[config.mk]
export PLATFORM = sky130hd
export DESIGN_NAME = uart_cmd_parser
export DESIGN_NICKNAME = d
export VERILOG_FILES = /design/src/rtl/uart_cmd_pkg.sv /design/src/rtl/uart_byte_strobe.sv /design/src/rtl/uart_cmd_parser.sv
export SDC_FILE = /design/constraint.sdc
export NUM_CORES = 1
export LEC_CHECK = 0
export BUFFER_PORTS_ARGS = -buffer_cell sky130_fd_sc_hd__buf_2
export CAP_MARGIN = 20
export CELL_PAD_IN_SITES_DETAIL_PLACEMENT = 1
export CELL_PAD_IN_SITES_GLOBAL_PLACEMENT = 1
export CORE_MARGIN = 3
export CORE_UTILIZATION = 42
export CTS_BUF_LIST = sky130_fd_sc_hd__clkbuf_4 sky130_fd_sc_hd__clkbuf_8 sky130_fd_sc_hd__clkbuf_16
export DETAILED_ROUTE_END_ITERATION = 6
export PLACE_DENSITY = 0.81
export SLEW_MARGIN = 20
export SYNTH_ARGS = -nofsm -noshare
export SYNTH_HDL_FRONTEND = slang
export SYNTH_SLANG_ARGS = --single-unit
[constraint.sdc]
create_clock -name sys_clk -period 2.1 [get_ports sys_clk]
set_input_delay 0.42 -clock sys_clk [delete_from_list [all_inputs] [get_ports sys_clk]]
set_output_delay 0.42 -clock sys_clk [all_outputs]
set_load 0.01 [all_outputs]
[src/rtl/uart_cmd_pkg.sv]
// Shared types and constants for the UART command parser: FSM states,
// header bytes, scope register map and frame lengths for both build variants.
package uart_cmd_pkg;

  typedef enum logic [2:0] {
    ST_IDLE = 3'd0,
    ST_HDR  = 3'd1,
    ST_ADDR = 3'd2,
    ST_DHI  = 3'd3,
    ST_DLO  = 3'd4,
    ST_CSUM = 3'd5
  } state_t;

  localparam logic [7:0] HDR0_DEF = 8'h55;
  localparam logic [7:0] HDR1_DEF = 8'hAA;

  localparam logic [7:0] ADDR_TRIG_LVL = 8'h01;
  localparam logic [7:0] ADDR_TIMEBASE = 8'h02;
  localparam logic [7:0] ADDR_CH_EN    = 8'h03;

  localparam int FRAME_LEN_PLAIN = 5;
  localparam int FRAME_LEN_CSUM  = 6;

  // 8-bit wrap-around sum of the three payload bytes.
  function automatic logic [7:0] csum8(input logic [7:0] addr,
                                       input logic [7:0] data_hi,
                                       input logic [7:0] data_lo);
    return addr + data_hi + data_lo;
  endfunction

endpackage

[src/rtl/uart_byte_strobe.sv]
// Turns the receiver's level-style uart_done into one strobe per byte and
// presents the byte (live in the strobe cycle, held afterwards).
module uart_byte_strobe #(
  parameter int DATA_W = 8
) (
  input  logic              sys_clk,
  input  logic              sys_rst_n,
  input  logic              uart_done,
  input  logic [DATA_W-1:0] uart_data,
  output logic              byte_stb,
  output logic [DATA_W-1:0] byte_data
);

  logic              done_d;
  logic [DATA_W-1:0] byte_q;

  // done_d resets high so a uart_done already asserted at reset release is not a new byte.
  always_ff @(posedge sys_clk or negedge sys_rst_n) begin
    if (!sys_rst_n) done_d <= 1'b1;
    else            done_d <= uart_done;
  end

  always_ff @(posedge sys_clk) begin
    if (byte_stb) byte_q <= uart_data;
  end

  assign byte_stb  = uart_done & ~done_d;
  assign byte_data = byte_stb ? uart_data : byte_q;

endmodule

[src/rtl/uart_cmd_parser.sv]
// Assembles 55 AA addr hi lo [csum] frames into one-cycle register-write commands.
// Build option: define UART_CMD_CSUM_EN to add and check the trailing checksum byte.
module uart_cmd_parser
  import uart_cmd_pkg::*;
#(
  parameter int         CLK_FREQ    = 200000000,
  parameter int         TIMEOUT_CYC = 2000000,
  parameter logic [7:0] HDR0        = HDR0_DEF,
  parameter logic [7:0] HDR1        = HDR1_DEF
) (
  input  logic        sys_clk,
  input  logic        sys_rst_n,
  input  logic        uart_done,
  input  logic [7:0]  uart_data,
  output logic        cmd_valid,
  output logic [7:0]  cmd_addr,
  output logic [15:0] cmd_data,
  output logic        frame_err,
  output logic        busy
);

  localparam int              CNT_W    = (TIMEOUT_CYC > 1) ? $clog2(TIMEOUT_CYC) : 1;
  localparam logic [CNT_W-1:0] CNT_LAST = CNT_W'(TIMEOUT_CYC - 1);

  if (TIMEOUT_CYC < 1 || CLK_FREQ < 1) begin : g_param_check
    $error("uart_cmd_parser: TIMEOUT_CYC and CLK_FREQ must be >= 1");
  end

  logic       byte_stb;
  logic [7:0] byte_data;

  uart_byte_strobe #(.DATA_W(8)) u_byte_strobe (
    .sys_clk   (sys_clk),
    .sys_rst_n (sys_rst_n),
    .uart_done (uart_done),
    .uart_data (uart_data),
    .byte_stb  (byte_stb),
    .byte_data (byte_data)
  );

  state_t           state, state_nxt;
  logic [CNT_W-1:0] to_cnt;
  logic             timeout;
  logic             issue, csum_bad, ld_addr, ld_dhi;
  logic [7:0]       addr_r, dhi_r, lo_byte;
`ifdef UART_CMD_CSUM_EN
  logic             ld_dlo;
  logic [7:0]       dlo_r;
`endif

  // A byte arriving in the would-be timeout cycle takes precedence.
  assign timeout = (state != ST_IDLE) && !byte_stb && (to_cnt == CNT_LAST);
  assign busy    = (state != ST_IDLE);

  always_ff @(posedge sys_clk or negedge sys_rst_n) begin
    if (!sys_rst_n) state <= ST_IDLE;
    else            state <= state_nxt;
  end

  always_comb begin
    state_nxt = state;
    if (timeout) begin
      state_nxt = ST_IDLE;
    end else if (byte_stb) begin
      case (state)
        ST_IDLE: if (byte_data == HDR0) state_nxt = ST_HDR;
        ST_HDR: begin
          if      (byte_data == HDR1) state_nxt = ST_ADDR;
          else if (byte_data == HDR0) state_nxt = ST_HDR;
          else                        state_nxt = ST_IDLE;
        end
        ST_ADDR: state_nxt = ST_DHI;
        ST_DHI:  state_nxt = ST_DLO;
`ifdef UART_CMD_CSUM_EN
        ST_DLO:  state_nxt = ST_CSUM;
        ST_CSUM: state_nxt = ST_IDLE;
`else
        ST_DLO:  state_nxt = ST_IDLE;
`endif
        default: state_nxt = ST_IDLE;
      endcase
    end
  end

  always_comb begin
    issue    = 1'b0;
    csum_bad = 1'b0;
    ld_addr  = 1'b0;
    ld_dhi   = 1'b0;
`ifdef UART_CMD_CSUM_EN
    ld_dlo   = 1'b0;
`endif
    if (byte_stb) begin
      case (state)
        ST_ADDR: ld_addr = 1'b1;
        ST_DHI:  ld_dhi  = 1'b1;
`ifdef UART_CMD_CSUM_EN
        ST_DLO:  ld_dlo  = 1'b1;
        ST_CSUM: begin
          if (byte_data == csum8(addr_r, dhi_r, dlo_r)) issue    = 1'b1;
          else                                          csum_bad = 1'b1;
        end
`else
        ST_DLO:  issue   = 1'b1;
`endif
        default: ;
      endcase
    end
  end

  always_ff @(posedge sys_clk or negedge sys_rst_n) begin
    if (!sys_rst_n)                           to_cnt <= '0;
    else if (byte_stb || !busy || timeout)    to_cnt <= '0;
    else                                      to_cnt <= to_cnt + CNT_W'(1);
  end

  // Partial-frame fields carry no reset; they are only consumed after being loaded.
  always_ff @(posedge sys_clk) begin
    if (ld_addr) addr_r <= byte_data;
    if (ld_dhi)  dhi_r  <= byte_data;
`ifdef UART_CMD_CSUM_EN
    if (ld_dlo)  dlo_r  <= byte_data;
`endif
  end

`ifdef UART_CMD_CSUM_EN
  assign lo_byte = dlo_r;
`else
  assign lo_byte = byte_data;
`endif

  always_ff @(posedge sys_clk or negedge sys_rst_n) begin
    if (!sys_rst_n) begin
      cmd_valid <= 1'b0;
      frame_err <= 1'b0;
      cmd_addr  <= '0;
      cmd_data  <= '0;
    end else begin
      cmd_valid <= issue;
      frame_err <= timeout | csum_bad;
      if (issue) begin
        cmd_addr <= addr_r;
        cmd_data <= {dhi_r, lo_byte};
      end
    end
  end

endmodule

==> results.tsv, run 1 <==
stage	metric	value	unit
worst_setup_path	crit_slowest_cell	and4_1	
synth	syn_inst	245	
clock_tree	cts-resized-gates	0	
floorplan	pin_count	38	
placed_design	hpwlAfterDp	4.80	mm
timing	setup_viol	0	
timing	rsz0062_at_grt	no	
placed_design	gp_congestion	0.782	
floorplan	rows	30	
clock_tree	numCtsBuffers	9	
cells_and_area	antenna_cells	0	
synth	syn_nets	257	
pwr	power_density	804	nW/µm²
clock_tree	path_clk_slew	0.08	ns
synth	synthTopCellsByCount	50 x dfrtp_1, 34 x nand2_1, 24 x mux2_2, 17 x nor2_1, 16 x edfxtp_1	
floorplan	die_h	91.6	µm
worst_setup_path	crit_path_start_kind	register	
synth	ys_warn_count	0	
timing	clock.fmax	0.533	GHz
detailed_routing	wl_per_cell	16.5	µm
worst_setup_path	path_cells	ha_1, and4_1, nand4_1, o311ai_1, o21ai_0	
detailed_routing	drcViolationCount	0	
global_routing	gr-usage-all-layers	17.0	%
global_routing	grt_pass1_wl	11.2	mm
synth	synth_flop_cell	dfrtp_1	
worst_setup_path	critPathBufInv	0	
synth	synth.most_common_cell	dfrtp_1	
synth	netlist.area_leader.share	40.7	%
timing	fin_setup_tns	0	ns
timing	min_period	1.87	ns
synth	synth_edf_count	16	
pwr	vdd_drop_max	301	µV
floorplan	core_area	6940	µm²
clock_tree	post_cts_buffers	0	
synth	syn_area_per_cell	12.6	µm²
cells_and_area	drive_gt1_share	33.1	%
worst_setup_path	cp.required	2.32	ns
pwr	leakage	1.70	nW
synth	synthTopCellsByArea	dfrtp_1 41%, edfxtp_1 16%, mux2_2 8.8%, dfxtp_1 5.2%, nand2_1 4.1%	
cells_and_area	area_growth	19.6	%
worst_setup_path	critPathMaxStageDelay	0.43	ns
floorplan	start_util	44.3	%
placed_design	post-place-ws	0.225	ns
worst_setup_path	cp.arrival	2.10	ns
clock_tree	clock_latency	0.35	ns
cells_and_area	fin_area	3680	µm²
cells_and_area	final_cells	398	
timing	tightest_slew	0.609	ns
clock_tree	holdBufCountCts	0	
pwr	power.total	2.96	mW
worst_setup_path	crit_fanout	7	
detailed_routing	firstDrtPassIters	4	
cells_and_area	fillers	733	
worst_setup_path	crit_family	simple AND/OR/NAND/NOR gates	
synth	yosys.area.top_type	dfrtp_1	
clock_tree	cts_max_level	3	
worst_setup_path	crit_cells	5	
global_routing	grt_pass1_vias	2272	
clock_tree	cts_root_buffer	clkbuf_8	
detailed_routing	drtIter0Drc	97	
global_routing	antenna_found_initial	0	
placed_design	port_buffers	37	
synth	ys_seq_area_share	62.4	%
synth	syn-cell-area	3080	µm²
detailed_routing	via_per_inst	5.17	
floorplan	die-area	8390	µm²
clock_tree	clockBufferDepth	2	
detailed_routing	vias	2058	
clock_tree	cts_sinks	75	
timing	clock_skew	0.00832	ns
worst_setup_path	reg2reg_depth	5	
worst_hold_path	hold_class	input port to async pin	
floorplan	fp.dieW	91.6	µm
timing	worst_slack	0.226	ns
worst_setup_path	crit_type	register to register	
cells_and_area	final_nets	309	
global_routing	grt_overflow_total	0	
synth	synthArstFlopShare	68.0	%
flow_run	maxCapViolations	0	
timing	fin_crit_sh	89.3	%
detailed_routing	ant_nets	0	
timing	final-max-slew-violation-count	0	
synth	synth_seq_cells	75	
clock_tree	cts_tree	built	
timing	relSlewSlack	59.4	%
worst_setup_path	critPathCaptureType	register	
placed_design	placed_cell_area	3430	µm²
global_routing	grt_max_degree	26	
run_status	status	finished, final reports clean	
timing	hold_viol_final	0	
detailed_routing	routed_wl	6.56	mm
placed_design	dp_cells	382	
synth	yosysUniqueCellTypes	44	
[sequential cells by signal, summed over array words and instances (netlist names), 3 cells and up]
register and count:
addr_r 8, cmd_addr 8, u_byte_strobe.byte_q 8, to_cnt 21
cmd_data 16, dhi_r 8, state 3
[kinds of logic (layout without fill, tap and decap cells)]
group	count (synthesis)	in the layout	share of synthesized area, %
buffers and inverters	12	69	2.20
and+or+nand+nor	99	99	18.3
adders and majority gates	1	1	0.407
xor gates and xnor gates	11	11	3.13
DFF	75	75	62.4
AOI/OAI and AO/OA	23	23	4.84
muxes	24	24	8.79
[power breakdown]
part	total (mW)	internal [mW]	switching [mW]
Combinational	0.0944	0.0264	0.0681
Clock	1.34	0.807	0.535
Sequential	1.52	1.51	0.00673
Total	2.96	2.35	0.610
[per-stage QoR]
stage | util [%] | hold slack, ns
finish | 53.0 | 0.0712
global route | 53.0 | 0.113
CTS | 53.0 | 0.0798
detailed placement | 49.4 | 0.458
global placement | 49.4 | 0.457
floorplan | - | 0.124
[routing by layer]
| metal | vias up | wire length, µm | global-route usage, % |
|---|---|---|---|
| met1 | 1032 | 2910 | 21.1 |
| met4 | 0 | 99 | 7.16 |
| met3 | 9 | 206 | 2.98 |
| met5 | - | 0 | 0 |
| li1 | 981 | - | - |
| met2 | 36 | 3340 | 29.0 |
[final timing paths]
path                                      from                             end  slack (ns)
min in group sys_clk                 uart_done  u_byte_strobe.done_d$_DFF_PN1_        0.19
min reg2reg                 dhi_r[3]$_DFFE_PP_        cmd_data[11]$_DFFE_PN0P_        0.48
max reg2reg                to_cnt[0]$_DFF_PN0_            state[1]$_DFFE_PN0P_        0.23
max in group asynchronous            sys_rst_n        cmd_data[14]$_DFFE_PN0P_        1.39
min                                  sys_rst_n         cmd_data[9]$_DFFE_PN0P_        0.07
max                        to_cnt[0]$_DFF_PN0_            state[1]$_DFFE_PN0P_        0.23
[worst reg2reg max path: cells and delay by family, from the launching register on]
family / cells / cell delay, ns
compound gates: 2 / 0.45
fa+ha+maj: 1 / 0.22
simple gates: 2 / 0.70
flops: 1 / 0.39
[cells in the final DEF (no fill, tap or decap), types with 2 or more instances in the layout]
cell type / instances
clkbuf_8: 9
buf_4: 10
nor3_1: 2
or4_1: 2
and2_1: 2
nand4_4: 2
o31ai_1: 3
nand2_1: 34
nand4_1: 4
mux2_2: 24
dfxtp_1: 8
edfxtp_1: 16
xor2_1: 9
a21oi_1: 7
buf_2: 37
dfrtp_1: 50
xnor2_1: 2
inv_1: 5
bufinv_16: 3
nor3b_1: 3
nor4b_1: 4
nor2_1: 17
or3_1: 5
nand3_1: 10
o21ai_0: 8
and4_2: 2
[area by class of cell]
cell class                 instances  area, µm²  share of cell area [%]
clock buffer                      10        131                    3.57
clock inverter                     6        113                    3.06
inverter                           5       18.8                   0.510
multi-input combinational        158       1100                    29.8
sequential                        75       1920                    52.2
tap                               96        120                    3.27
timing repair buffer              48        280                    7.62
Note: power is estimated with default switching activity, not from simulation.
==> inputs of run 2 (changes only) <==
--- a/config.mk
+++ b/config.mk
@@ -15,4 +15,5 @@
 export DETAILED_ROUTE_END_ITERATION = 6
 export PLACE_DENSITY = 0.81
+export REMOVE_ABC_BUFFERS = 1
 export SLEW_MARGIN = 20
 export SYNTH_ARGS = -nofsm -noshare
==> constraint.sdc (replaced) <==
create_clock -name sys_clk -period 2.1 [get_ports sys_clk]
set_input_delay 0.42 -clock sys_clk [delete_from_list [all_inputs] [get_ports sys_clk]]
set_output_delay 0.42 -clock sys_clk [all_outputs]
set_load 0.1 [all_outputs]
==> run 2 against run 1 <==
Fmax down 6.8%. Global-route usage increased by 0.75 points. Clock skew fell by 0.0014 ns. Die area unchanged. Utilization down 0.86 points. Clock power is 22% lower. Via count about the same. Sequential cell count unchanged. Cell count down 0.50%. Critical endpoint is now busy. Register-to-register slack improved by 0.03 ns. Critical path depth shrank 3.
==> results.tsv, run 2 (synthesis gave the netlist of run 1 again) <==
stage	metric	value	unit
cells_and_area	drive_gt1_share	32.7	%
pwr	leakage	1.65	nW
worst_hold_path	hold_class	input port to async pin	
global_routing	grt_max_degree	32	
placed_design	gp_congestion	0.784	
timing	relSlewSlack	66.1	%
detailed_routing	via_per_inst	5.20	
timing	tightest_slew	0.509	ns
detailed_routing	routed_wl	6.72	mm
worst_setup_path	critPathCaptureType	primary output	
run_status	status	finished, final reports clean	
worst_setup_path	crit_path_start_kind	register	
worst_setup_path	worstReg2RegEnd	to_cnt[15]$_DFF_PN0_	
clock_tree	post_cts_buffers	0	
clock_tree	path_clk_slew	0.09	ns
timing	setup_viol	0	
floorplan	core_area	6940	µm²
clock_tree	cts_sinks	75	
worst_setup_path	crit_fanout	7	
timing	clock_skew	0.00696	ns
placed_design	hpwlAfterDp	4.90	mm
pwr	power_density	733	nW/µm²
worst_setup_path	rrSetupSlack	0.26	ns
cells_and_area	largest_reg_flops	21	
floorplan	start_util	44.3	%
pwr	vdd_drop_max	312	µV
worst_setup_path	worstSetupStartpoint	state[2]$_DFFE_PN0P_	
timing	min_period	2.01	ns
cells_and_area	final_nets	307	
detailed_routing	ant_nets	0	
worst_setup_path	crit_type	register to primary output	
clock_tree	cts-resized-gates	0	
global_routing	antenna_found_initial	0	
cells_and_area	biggestRegsByFlops	to_cnt x21, cmd_data x16	
clock_tree	cts_root_buffer	clkbuf_8	
worst_setup_path	cp.required	1.68	ns
global_routing	grt_pass1_vias	2222	
global_routing	gr-usage-all-layers	17.7	%
clock_tree	cts_max_level	3	
worst_setup_path	cp.arrival	1.59	ns
detailed_routing	drtIter0Drc	67	
detailed_routing	wl_per_cell	17.0	µm
placed_design	port_buffers	37	
flow_run	maxCapViolations	0	
clock_tree	clockBufferDepth	2	
detailed_routing	drcViolationCount	0	
floorplan	die_h	91.6	µm
floorplan	die-area	8390	µm²
clock_tree	holdBufCountCts	0	
floorplan	rows	30	
detailed_routing	vias	2059	
timing	fin_setup_tns	0	ns
timing	fin_crit_sh	95.8	%
timing	clock.fmax	0.497	GHz
cells_and_area	largest_register	to_cnt	
clock_tree	clock_latency	0.35	ns
floorplan	fp.dieW	91.6	µm
cells_and_area	final_common_cell	dfrtp_1	
worst_setup_path	reg2reg_depth	6	
timing	hold_viol_final	0	
global_routing	grt_pass1_wl	11.5	mm
cells_and_area	final_cell_mix	50 x dfrtp_1, 37 x buf_2, 34 x nand2_1, 24 x mux2_2, 17 x nor2_1	
cells_and_area	antenna_cells	0	
cells_and_area	utilization	52.1	%
detailed_routing	firstDrtPassIters	4	
floorplan	pin_count	38	
clock_tree	cts_tree	built	
clock_tree	numCtsBuffers	9	
worst_setup_path	worstReg2RegStart	to_cnt[0]$_DFF_PN0_	
cells_and_area	area_growth	17.6	%
timing	rsz0062_at_grt	no	
timing	final-max-slew-violation-count	0	
global_routing	grt_overflow_total	0	
==> run 2: changes by cell type in the layout (fill, tap and decap cells not counted), sizes merged <==
cell and delta:
buf -2, bufinv -3, inv +1, clkinv -1
clkinvlp +3
==> run 2: through the flow <==
stage / cells / power [mW] / setup slack [ns] / hold slack, ns / area, µm²
2_1_floorplan: 238 / 1.59 / -0.0246 / 0.124 / 3030
6_report: 396 / 2.65 / 0.0892 / 0.0302 / 3620
4_1_cts: 396 / 2.69 / 0.0756 / 0.0333 / 3620
5_1_grt: 396 / 2.78 / 0.0291 / 0.0411 / 3620
3_5_place_dp: 380 / 1.65 / 0.259 / 0.420 / 3430
3_3_place_gp: 380 / 1.64 / 0.344 / 0.408 / 3430
==> run 2: routing by layer <==
layer  track usage [%]  wire length (µm)
met1              21.3              2920
met2              31.0              3490
met3              4.72               249
met4              5.40                62
met5                 0                 0
==> run 2: worst max-delay path, stage by stage, from the launching register on <==
cell	delay, ns
dfrtp_1	0.46
or3_1	0.46
buf_2	0.32
==> run 2: final cells by class <==
type	instances	area, µm²
fill	770	3330
sequential	75	1920
multi-input combinational	158	1100
timing repair buffer	46	278
clock buffer	10	138
tap	96	120
clock inverter	6	48.8
inverter	5	18.8
==> run 2: worst max-delay path by stage <==
| stage | to | slack (ns) | cells after the start |
|---|---|---|---|
| 2_1_floorplan | cmd_addr[0]$_DFFE_PN0P_ | -0.02 | 3 |
| 3_3_place_gp | state[1]$_DFFE_PN0P_ | 0.34 | 5 |
| 3_5_place_dp | to_cnt[9]$_DFF_PN0_ | 0.26 | 6 |
| 4_1_cts | busy | 0.08 | 2 |
| 5_1_grt | busy | 0.03 | 2 |
| 6_report | busy | 0.09 | 2 |
==> run 2: report_power, final <==
group | switching [mW] | total, mW | internal (mW)
sequential | 0.00627 | 1.52 | 1.51
combinational | 0.0693 | 0.0971 | 0.0278
clock | 0.566 | 1.04 | 0.471
